**src/rtl/door_controller_if.sv**
```systemverilog
// Signal bundle between the door controller and the call buttons / motion controller.
// No valid/ready handshake here: every input is a level sampled on each rising clk edge, and every output is a registered level.
interface door_controller_if #(
    parameter int NUM_FLOORS = 3,
    parameter int FLOOR_W    = 2
);
    logic [FLOOR_W-1:0]    floor;
    logic                  at_rest;
    logic [NUM_FLOORS-1:0] call_req;
    logic                  obstruct;
    logic [NUM_FLOORS-1:0] call_led;
    logic                  door_open;
    logic                  door_busy;
    logic                  fault;
    logic [1:0]            state_dbg;

    modport master (
        output floor, at_rest, call_req, obstruct,
        input  call_led, door_open, door_busy, fault, state_dbg
    );

    modport slave (
        input  floor, at_rest, call_req, obstruct,
        output call_led, door_open, door_busy, fault, state_dbg
    );
endinterface

```
**src/rtl/door_controller.sv**
```systemverilog
// Elevator door controller: latches floor calls, opens at a pending floor while at rest,
// holds the door for OPEN_CYCLES (extended by obstruction or a repeat call), then closes.
module door_controller #(
    parameter int NUM_FLOORS  = 3,
    parameter int FLOOR_W     = 2,
    parameter int OPEN_CYCLES = 8
) (
    input logic             clk,
    input logic             rst,
    door_controller_if.slave bus
);
    localparam int TIMER_W = $clog2(OPEN_CYCLES) + 1;
    localparam logic [TIMER_W-1:0] RELOAD = TIMER_W'(OPEN_CYCLES - 1);

    typedef enum logic [1:0] {
        IDLE    = 2'd0,
        OPEN    = 2'd1,
        CLOSING = 2'd2
    } state_t;

    state_t                state, state_next;
    logic [TIMER_W-1:0]    timer, timer_next;
    logic [NUM_FLOORS-1:0] call_led, call_led_next;
    logic                  fault;
    logic [NUM_FLOORS-1:0] floor_mask;
    logic [NUM_FLOORS-1:0] clear_mask;
    logic [NUM_FLOORS-1:0] suppress_mask;
    logic                  call_here;
    logic                  pending_here;

    // An out-of-range floor yields an all-zero mask, so it can never open or be serviced.
    always_comb begin
        floor_mask = '0;
        for (int i = 0; i < NUM_FLOORS; i++) begin
            floor_mask[i] = (bus.floor == FLOOR_W'(i));
        end
    end

    assign call_here    = |(bus.call_req & floor_mask);
    assign pending_here = |(call_led & floor_mask);

    always_comb begin
        state_next    = state;
        timer_next    = timer;
        clear_mask    = '0;
        suppress_mask = '0;
        case (state)
            IDLE: begin
                if (bus.at_rest && pending_here) begin
                    state_next = OPEN;
                    timer_next = RELOAD;
                    clear_mask = floor_mask;
                end
            end
            OPEN: begin
                suppress_mask = floor_mask;
                if (bus.obstruct || call_here) begin
                    timer_next = RELOAD;
                end else if (timer == '0) begin
                    state_next = CLOSING;
                end else begin
                    timer_next = timer - TIMER_W'(1);
                end
            end
            CLOSING: begin
                suppress_mask = floor_mask;
                if (bus.obstruct || call_here) begin
                    state_next = OPEN;
                    timer_next = RELOAD;
                end else begin
                    state_next = IDLE;
                end
            end
            default: begin
                state_next = IDLE;
                timer_next = '0;
            end
        endcase
        // Clear wins over a same-cycle set of the serviced floor.
        call_led_next = (call_led | (bus.call_req & ~suppress_mask)) & ~clear_mask;
    end

    always_ff @(posedge clk) begin
        if (rst) begin
            state    <= IDLE;
            timer    <= '0;
            call_led <= '0;
            fault    <= 1'b0;
        end else begin
            state    <= state_next;
            timer    <= timer_next;
            call_led <= call_led_next;
            if (state != IDLE && !bus.at_rest) begin
                fault <= 1'b1;
            end
        end
    end

    assign bus.call_led  = call_led;
    assign bus.door_open = (state == OPEN);
    assign bus.door_busy = (state != IDLE);
    assign bus.fault     = fault;
    assign bus.state_dbg = state;
endmodule

```
**src/flat_wrapper.sv**
```systemverilog
// flat-port wrapper written by rule: the top's interface ports become plain ports
module door_controller_flat 
#(
    parameter int NUM_FLOORS  = 3,
    parameter int FLOOR_W     = 2,
    parameter int OPEN_CYCLES = 8
)
  (clk, rst, bus_floor, bus_at_rest, bus_call_req, bus_obstruct, bus_call_led, bus_door_open, bus_door_busy, bus_fault, bus_state_dbg);
  door_controller_if #(.NUM_FLOORS(NUM_FLOORS), .FLOOR_W(FLOOR_W)) bus_i ();
  input logic clk;
  input logic rst;
  input wire logic [$bits(bus_i.floor)-1:0] bus_floor;
  input wire logic [$bits(bus_i.at_rest)-1:0] bus_at_rest;
  input wire logic [$bits(bus_i.call_req)-1:0] bus_call_req;
  input wire logic [$bits(bus_i.obstruct)-1:0] bus_obstruct;
  output wire logic [$bits(bus_i.call_led)-1:0] bus_call_led;
  output wire logic [$bits(bus_i.door_open)-1:0] bus_door_open;
  output wire logic [$bits(bus_i.door_busy)-1:0] bus_door_busy;
  output wire logic [$bits(bus_i.fault)-1:0] bus_fault;
  output wire logic [$bits(bus_i.state_dbg)-1:0] bus_state_dbg;
  assign bus_i.floor = bus_floor;
  assign bus_i.at_rest = bus_at_rest;
  assign bus_i.call_req = bus_call_req;
  assign bus_i.obstruct = bus_obstruct;
  assign bus_call_led = bus_i.call_led;
  assign bus_door_open = bus_i.door_open;
  assign bus_door_busy = bus_i.door_busy;
  assign bus_fault = bus_i.fault;
  assign bus_state_dbg = bus_i.state_dbg;
  door_controller #(.NUM_FLOORS(NUM_FLOORS), .FLOOR_W(FLOOR_W), .OPEN_CYCLES(OPEN_CYCLES)) u_core (.clk(clk), .rst(rst), .bus(bus_i));
endmodule
```
**config.mk**
```make
export PLATFORM = sky130hd
export DESIGN_NAME = door_controller_flat
export DESIGN_NICKNAME = d
export VERILOG_FILES = /design/src/rtl/door_controller_if.sv /design/src/rtl/door_controller.sv /design/src/flat_wrapper.sv
export SDC_FILE = /design/constraint.sdc
export NUM_CORES = 1
export LEC_CHECK = 0
export BUFFER_PORTS_ARGS = -buffer_cell sky130_fd_sc_hd__buf_2
export CAP_MARGIN = 20
export CORE_MARGIN = 2
export CORE_UTILIZATION = 25
export CTS_CLUSTER_DIAMETER = 60
export DETAILED_ROUTE_END_ITERATION = 10
export GPL_TIMING_DRIVEN = 0
export HOLD_SLACK_MARGIN = 0.05
export MAX_ROUTING_LAYER = met4
export PLACE_DENSITY_LB_ADDON = 0.15
export SYNTH_ARGS = -nofsm -noshare
export SYNTH_HDL_FRONTEND = slang
export SYNTH_SLANG_ARGS = --single-unit
```
**constraint.sdc**
```tcl
create_clock -name clk -period 2.22 [get_ports clk]
set_input_delay 0.111 -clock clk [delete_from_list [all_inputs] [get_ports clk]]
set_output_delay 0.111 -clock clk [all_outputs]
set_load 0.01 [all_outputs]
```
==> results of run 1 <==
through the flow:
step,worst slack [ns],area [um2],hold slack [ns],total power (uW)
floorplan,0.575,702,0.316,698
global placement,0.496,811,0.359,833
detailed placement,0.515,811,0.371,838
CTS,0.489,833,0.0783,973
global route,0.312,833,0.0804,1060
finish,0.495,833,0.0957,954
cell type report:
cell class	instances	area, um2
Clock buffer	3	22.5
Sequential cell	10	200
Tap cell	31	38.8
Timing Repair Buffer	14	70.1
Multi-Input combinational cell	60	457
Fill cell	318	1880
Buffer	2	15.0
Inverter	8	30.0
registers in the layout (all words and copies together), names as in the netlist:
signal / flops
u_core.bus.fault: 1
u_core.timer: 4
u_core.bus.call_led: 3
u_core.bus.state_dbg: 2
logic make-up (layout without fill, tap and decap cells):
kind of cell,after synthesis,count (layout)
muxes,2,2
and+or+nand+nor,29,29
buffers and inverters,10,27
DFF,10,10
AOI/OAI and AO/OA,24,24
adders and majority gates,5,5
routing by layer:
layer / GRT usage [%] / vias up / part of all wire (%)
met2: 18.6 / 8 / 49
met4: 6.98 / 0 / 1.1
met5: - / - / 0
met3: 2.72 / 2 / 2.9
met1: 14.9 / 299 / 47
li1: - / 329 / -
where the power goes:
| group | switching [uW] | internal [uW] | total [uW] |
|---|---|---|---|
| clock network | 65.4 | 62.6 | 128 |
| registers | 56.1 | 233 | 289 |
| logic | 300 | 237 | 537 |
| total | 422 | 532 | 954 |
critical path: stages, from the launching register on:
cell and delay [ns]:
sky130_fd_sc_hd__dfxtp_1 0.42, sky130_fd_sc_hd__ha_1 0.32, sky130_fd_sc_hd__nor3b_1 0.28, sky130_fd_sc_hd__a21oi_1 0.12
sky130_fd_sc_hd__o21ai_2 0.21, sky130_fd_sc_hd__a211oi_1 0.07, sky130_fd_sc_hd__a31o_1 0.18
path summary, 6_finish.rpt:
| check | from | endpoint | slack, ns | depth (start not counted) |
|---|---|---|---|---|
| worst max-delay path | u_core.bus.state_dbg[0] | u_core.timer[1] | 0.50 | 6 |
| worst min-delay path | bus_floor[1] | u_core.bus.call_led[2] | 0.1 | 2 |
| worst max register to register | u_core.bus.state_dbg[0] | u_core.timer[1] | 0.50 | 6 |
| worst min register to register | u_core.bus.fault | u_core.bus.fault | 0.47 | 2 |
placed cells by master, fill, tap and decap left out, drive strengths merged:
cell type / count
nand3: 2
a21oi: 9
mux2i: 1
o311ai: 1
nor3b: 2
nor2b: 2
a21o: 2
a311oi: 2
o2bb2ai: 1
a2111oi: 1
and3: 1
a221o: 1
nand2: 4
buf: 16
nor2: 5
nor4: 1
nor3: 4
dfxtp: 10
clkbuf: 3
or2: 1
o21ai: 2
a31o: 1
or3: 2
and2: 1
inv: 8
nand2b: 2
nand4b: 2
a211oi: 4
ha: 5
mux2: 1
==> impl_metrics.xml, run 1 <==
<?xml version="1.0" encoding="UTF-8"?>
<metrics>
  <group name="yosys">
    <metric name="avgSynthCellArea" unit="um2">8.77</metric>
    <metric name="synth.net_count" unit="">94</metric>
    <metric name="postSynthRegisterBits" unit="">10</metric>
    <metric name="synth.most_common_cell" unit="">sky130_fd_sc_hd__dfxtp_1</metric>
    <metric name="synthTopCellsByArea" unit="">sky130_fd_sc_hd__dfxtp_1 29%, sky130_fd_sc_hd__ha_1 8.9%, sky130_fd_sc_hd__a21oi_1 6.4%, sky130_fd_sc_hd__a211oi_1 4.3%, sky130_fd_sc_hd__inv_1 4.3%</metric>
    <metric name="yosysSeqAreaShare" unit="%">28.5</metric>
    <metric name="yosysWarningCount" unit="">0</metric>
    <metric name="muxShareOfSynthArea" unit="%">3.57</metric>
    <metric name="post_synth_most_frequent_cells" unit="">10 x sky130_fd_sc_hd__dfxtp_1, 9 x sky130_fd_sc_hd__a21oi_1, 8 x sky130_fd_sc_hd__inv_1</metric>
    <metric name="synthDominantCellAreaShare" unit="%">28.5</metric>
    <metric name="number_of_enable_type_register_cells_in_the_synthesized_netlist" unit="">0</metric>
    <metric name="synth-main-ff-cell" unit="">sky130_fd_sc_hd__dfxtp_1</metric>
    <metric name="synth_top_family_by_area" unit="">compound AO/OA/AOI/OAI gates</metric>
    <metric name="syn_std_cell_area" unit="um2">702</metric>
    <metric name="asyncSetResetFlopFracSynth" unit="%">0</metric>
    <metric name="post-synth-top-area-cell" unit="">sky130_fd_sc_hd__dfxtp_1</metric>
    <metric name="post_synth_xor_area_fraction" unit="%">0</metric>
    <metric name="post_synth_fa_ha_maj_area_fraction" unit="%">8.91</metric>
    <metric name="synth_cells" unit="">80</metric>
    <metric name="synth_compound_gate_area_share" unit="%">27.3</metric>
    <metric name="synth_cell_types" unit="">34</metric>
    <metric name="area_fraction_in_and_or_nand_and_nor_cells_after_synthesis" unit="%">25.3</metric>
  </group>
  <group name="placement">
    <metric name="port_buffers" unit="">14</metric>
    <metric name="placed_wire_length_estimate" unit="mm">1.26</metric>
    <metric name="dp_cells" unit="">125</metric>
    <metric name="finalWeightedCongestion" unit="">0.736</metric>
  </group>
  <group name="cts">
    <metric name="latest_clock_arrival_within_the_worst_skew_pair" unit="ns">0.27</metric>
    <metric name="postCtsSetupRepairBufs" unit="">0</metric>
    <metric name="ctsRootBufferMaster" unit="">sky130_fd_sc_hd__clkbuf_4</metric>
    <metric name="cts_htree_levels" unit="">1</metric>
    <metric name="cts_tree" unit="">done</metric>
    <metric name="postCtsHoldBufs" unit="">0</metric>
    <metric name="clock_path_buffers" unit="">2</metric>
    <metric name="cts-resized-gates" unit="">0</metric>
    <metric name="clk_pin_slew_worst_paths" unit="ns">0.07</metric>
    <metric name="numCtsBuffers" unit="">3</metric>
    <metric name="clock_sink_count" unit="">10</metric>
  </group>
  <group name="route">
    <metric name="postRouteWirelength" unit="mm">1.61</metric>
    <metric name="vias" unit="">638</metric>
    <metric name="antenna_left" unit="">0</metric>
    <metric name="wl_per_cell" unit="um">12.6</metric>
    <metric name="drt_iter0_markers" unit="">11</metric>
    <metric name="route.detailed.vias_per_inst" unit="">4.98</metric>
    <metric name="drc" unit="">0</metric>
    <metric name="drtPass1Iterations" unit="">4</metric>
  </group>
  <group name="global_route">
    <metric name="globalRoute.totalOverflow" unit="">0</metric>
    <metric name="pin_count_of_the_biggest_net_entering_global_routing" unit="">10</metric>
    <metric name="wire_length_of_the_first_global_routing_pass" unit="mm">2.93</metric>
    <metric name="antenna_found_initial" unit="">0</metric>
    <metric name="number_of_global_route_vias_before_repair" unit="">632</metric>
    <metric name="grt.total_usage" unit="%">12.2</metric>
  </group>
  <group name="timing">
    <metric name="max_freq" unit="GHz">0.580</metric>
    <metric name="totalNegativeSetupSlack" unit="ns">0</metric>
    <metric name="timing_hold_violations_final" unit="">0</metric>
    <metric name="worst_slew_pin_slew" unit="ns">0.538</metric>
    <metric name="post-route-min-period" unit="ns">1.72</metric>
    <metric name="post-route-period-util" unit="%">77.7</metric>
    <metric name="final_max_slew_viol_count" unit="">0</metric>
    <metric name="finalClockSkew" unit="ns">0.00713</metric>
    <metric name="timing.slew.headroom" unit="%">64.1</metric>
    <metric name="setup_viol_count_final" unit="">0</metric>
    <metric name="rsz0062_at_grt" unit="">false</metric>
  </group>
  <group name="worst_setup_path">
    <metric name="critical_path_peak_fanout" unit="">7</metric>
    <metric name="worst_ep_required_time" unit="ns">2.38</metric>
    <metric name="critical_path.endpoint_type" unit="">flop</metric>
    <metric name="path_class" unit="">flop to flop</metric>
    <metric name="data_arrival_time_of_the_critical_path" unit="ns">1.88</metric>
    <metric name="start_kind" unit="">flop</metric>
  </group>
  <group name="die">
    <metric name="dieArea" unit="mm2">0.00325</metric>
    <metric name="die_x" unit="um">57.0</metric>
    <metric name="rows" unit="">19</metric>
    <metric name="floorplan.initialDensity" unit="%">25.9</metric>
    <metric name="top_level_ports" unit="">17</metric>
    <metric name="core-area" unit="mm2">0.00271</metric>
    <metric name="die_height" unit="um">57.0</metric>
  </group>
  <group name="layout">
    <metric name="num-nets-final" unit="">113</metric>
    <metric name="fraction_of_final_layout_cells_with_drive_strength_greater_than_1" unit="%">27.8</metric>
    <metric name="area_growth_syn_to_fin" unit="%">18.7</metric>
    <metric name="fin_util" unit="%">30.7</metric>
    <metric name="insertedDiodeCount" unit="">0</metric>
    <metric name="final-instance-count-excl-fill" unit="">128</metric>
  </group>
  <group name="worst_hold_path">
    <metric name="hold_path.class" unit="">input pin to flop</metric>
  </group>
  <group name="pwr">
    <metric name="power_density" unit="mW/mm2">1140</metric>
    <metric name="leakage" unit="uW">0.000369</metric>
    <metric name="peakVddDrop" unit="mV">0.476</metric>
  </group>
  <group name="run">
    <metric name="maxCapViolCount" unit="">0</metric>
  </group>
  <group name="status">
    <metric name="run_status" unit="">finished clean</metric>
  </group>
</metrics>
No activity file was read; power rests on OpenSTA's default activity.
==> inputs of run 2 (changes only) <==
==> constraint.sdc (replaced) <==
create_clock -name clk -period 1.54 [get_ports clk]
set_input_delay 0.077 -clock clk [delete_from_list [all_inputs] [get_ports clk]]
set_output_delay 0.077 -clock clk [all_outputs]
set_load 0.01 [all_outputs]
==> run 2 against run 1 <==
  * Clock-buffer cell count unchanged
  * Combinational power up 120%
  * Critical path type unchanged
  * Power up 92%
  * Via count up 10%
  * Global-route usage down 0.63 points
==> impl_metrics.xml, run 2 (synthesis gave the netlist of run 1 again) <==
<?xml version="1.0" encoding="UTF-8"?>
<metrics>
  <group name="status">
    <metric name="run_status" unit="">finished clean</metric>
  </group>
  <group name="die">
    <metric name="die_height" unit="um">57.0</metric>
    <metric name="top_level_ports" unit="">17</metric>
    <metric name="core-area" unit="mm2">0.00271</metric>
    <metric name="dieArea" unit="mm2">0.00325</metric>
    <metric name="floorplan.initialDensity" unit="%">25.9</metric>
    <metric name="rows" unit="">19</metric>
    <metric name="die_x" unit="um">57.0</metric>
  </group>
  <group name="cts">
    <metric name="cts_htree_levels" unit="">1</metric>
    <metric name="clock_path_buffers" unit="">2</metric>
    <metric name="latest_clock_arrival_within_the_worst_skew_pair" unit="ns">0.27</metric>
    <metric name="ctsRootBufferMaster" unit="">sky130_fd_sc_hd__clkbuf_4</metric>
    <metric name="numCtsBuffers" unit="">3</metric>
    <metric name="clock_sink_count" unit="">10</metric>
    <metric name="cts_tree" unit="">done</metric>
    <metric name="clk_pin_slew_worst_paths" unit="ns">0.07</metric>
  </group>
  <group name="pwr">
    <metric name="peakVddDrop" unit="mV">0.982</metric>
    <metric name="leakage" unit="uW">0.000439</metric>
    <metric name="power_density" unit="mW/mm2">1790</metric>
  </group>
  <group name="timing">
    <metric name="post-route-period-util" unit="%">96.9</metric>
    <metric name="setup_viol_count_final" unit="">0</metric>
    <metric name="timing_hold_violations_final" unit="">0</metric>
    <metric name="timing.slew.headroom" unit="%">63.2</metric>
    <metric name="rsz0062_at_grt" unit="">true</metric>
    <metric name="final_max_slew_viol_count" unit="">0</metric>
    <metric name="finalClockSkew" unit="ns">0.00507</metric>
    <metric name="post-route-min-period" unit="ns">1.49</metric>
    <metric name="worst_slew_pin_slew" unit="ns">0.552</metric>
    <metric name="whs" unit="ns">0.132</metric>
    <metric name="max_freq" unit="GHz">0.670</metric>
  </group>
  <group name="worst_setup_path">
    <metric name="data_arrival_time_of_the_critical_path" unit="ns">1.66</metric>
    <metric name="cp_slowest_cell" unit="">sky130_fd_sc_hd__dfxtp_4</metric>
    <metric name="path_class" unit="">flop to flop</metric>
    <metric name="worst_ep_required_time" unit="ns">1.71</metric>
    <metric name="start_kind" unit="">flop</metric>
    <metric name="critPathMaxStageDelay" unit="ns">0.38</metric>
    <metric name="worst_setup_path_startpoint" unit="">u_core.bus.state_dbg[0]</metric>
    <metric name="crit_chain" unit="">inv_4 &gt; ha_4 &gt; nor2_2 &gt; nor2_1 &gt; a21oi_1 &gt; or2_4 &gt; a2111oi_4</metric>
    <metric name="critical_path_peak_fanout" unit="">6</metric>
    <metric name="critical_path.reg2reg.startpoint" unit="">u_core.bus.state_dbg[0]</metric>
    <metric name="critical_path.endpoint_type" unit="">flop</metric>
  </group>
  <group name="layout">
    <metric name="max_reg_flops" unit="">4</metric>
    <metric name="insertedDiodeCount" unit="">0</metric>
    <metric name="area_growth_syn_to_fin" unit="%">45.1</metric>
    <metric name="final_common_cell" unit="">sky130_fd_sc_hd__buf_2</metric>
    <metric name="largest-register" unit="">u_core.timer</metric>
    <metric name="fraction_of_final_layout_cells_with_drive_strength_greater_than_1" unit="%">47.7</metric>
    <metric name="most-common-layout-cells" unit="">14 x sky130_fd_sc_hd__buf_2, 9 x sky130_fd_sc_hd__buf_4, 8 x sky130_fd_sc_hd__a21oi_1</metric>
    <metric name="num-nets-final" unit="">123</metric>
    <metric name="final_cell_area" unit="mm2">0.00102</metric>
    <metric name="filler_cell_count" unit="">301</metric>
  </group>
  <group name="global_route">
    <metric name="pin_count_of_the_biggest_net_entering_global_routing" unit="">10</metric>
    <metric name="antenna_found_initial" unit="">0</metric>
    <metric name="number_of_global_route_vias_before_repair" unit="">638</metric>
    <metric name="grt.total_usage" unit="%">11.6</metric>
    <metric name="wire_length_of_the_first_global_routing_pass" unit="mm">2.79</metric>
    <metric name="globalRoute.totalOverflow" unit="">0</metric>
  </group>
  <group name="route">
    <metric name="postRouteWirelength" unit="mm">1.75</metric>
    <metric name="detailroute.wirelength.met3" unit="um">57</metric>
    <metric name="drtPass1Iterations" unit="">4</metric>
    <metric name="route.detailed.vias_per_inst" unit="">5.10</metric>
    <metric name="dr.max_layer_used" unit="">met4</metric>
    <metric name="vias" unit="">704</metric>
    <metric name="drt_iter0_markers" unit="">16</metric>
    <metric name="routed-wl-met2" unit="um">900</metric>
    <metric name="drc" unit="">0</metric>
    <metric name="antenna_left" unit="">0</metric>
    <metric name="met1_length" unit="um">752</metric>
    <metric name="wl_per_cell" unit="um">12.7</metric>
  </group>
  <group name="placement">
    <metric name="port_buffers" unit="">14</metric>
    <metric name="placement.cell_area" unit="um2">828</metric>
    <metric name="placed_wire_length_estimate" unit="mm">1.25</metric>
    <metric name="finalWeightedCongestion" unit="">0.738</metric>
  </group>
  <group name="worst_hold_path">
    <metric name="hold_path_startpoint" unit="">bus_call_req[2]</metric>
    <metric name="hold_path.class" unit="">input pin to flop</metric>
  </group>
  <group name="run">
    <metric name="maxCapViolCount" unit="">0</metric>
  </group>
</metrics>
[run 2: worst paths after layout]
| kind | end | slack (ns) | depth (start not counted) |
|---|---|---|---|
| setup / recovery | u_core.bus.state_dbg[0] | 0.05 | 7 |
| hold / removal | u_core.bus.call_led[2] | 0.13 | 3 |
| setup reg to reg | u_core.bus.state_dbg[0] | 0.05 | 7 |
| hold reg to reg | u_core.bus.fault | 0.47 | 2 |
[run 2: power breakdown]
part | total, uW | internal [uW] | switching (uW)
clock network | 182 | 90.4 | 91.2
logic | 1190 | 638 | 551
registers | 457 | 352 | 105
total | 1830 | 1080 | 748
[run 2: cell type report]
class	count	area (um2)	area share, %
Buffer	2	15.0	1.47
Multi-Input combinational cell	60	549	53.9
Inverter	8	35.0	3.44
Clock buffer	3	22.5	2.21
Timing Repair Buffer	24	148	14.5
Tap cell	31	38.8	3.81
Sequential cell	10	210	20.6
[run 2: timing repair]
action                     in CTS  in global routing
setup endpoints to repair       4                  4
hold endpoints to repair        1                  0
gates resized for setup        12                  9
pin swaps                       3                  7
hold buffers                    1                  0
buffers inserted                2                  7
[run 2: worst max-delay path: cells and delay by family (launching register included)]
family	cells	cell delay (ns)
AND/OR/NAND/NOR	3	0.37
flip-flops	1	0.38
buffers and inverters	1	0.08
adder cells (fa/ha/maj)	1	0.16
AO/OA/AOI/OAI	2	0.39
[run 2: layer usage]
metal / global-route usage, % / vias to the layer above
li1: - / 356
met2: 18.7 / 12
met4: 6.98 / 0
met5: - / -
met1: 13.4 / 331
met3: 2.04 / 5
[run 2: per-stage QoR]
step	cells	power, uW	utilization [%]	setup slack [ns]	setup TNS, ns
floorplan	80	1040	-	0.0208	0
global placement	125	1230	30.6	-0.0935	-0.299
detailed placement	125	1240	30.6	-0.0815	-0.270
CTS	131	1590	34.3	0.000164	0
global route	138	1980	37.6	-0.0540	-0.0780
finish	138	1830	37.6	0.0476	0
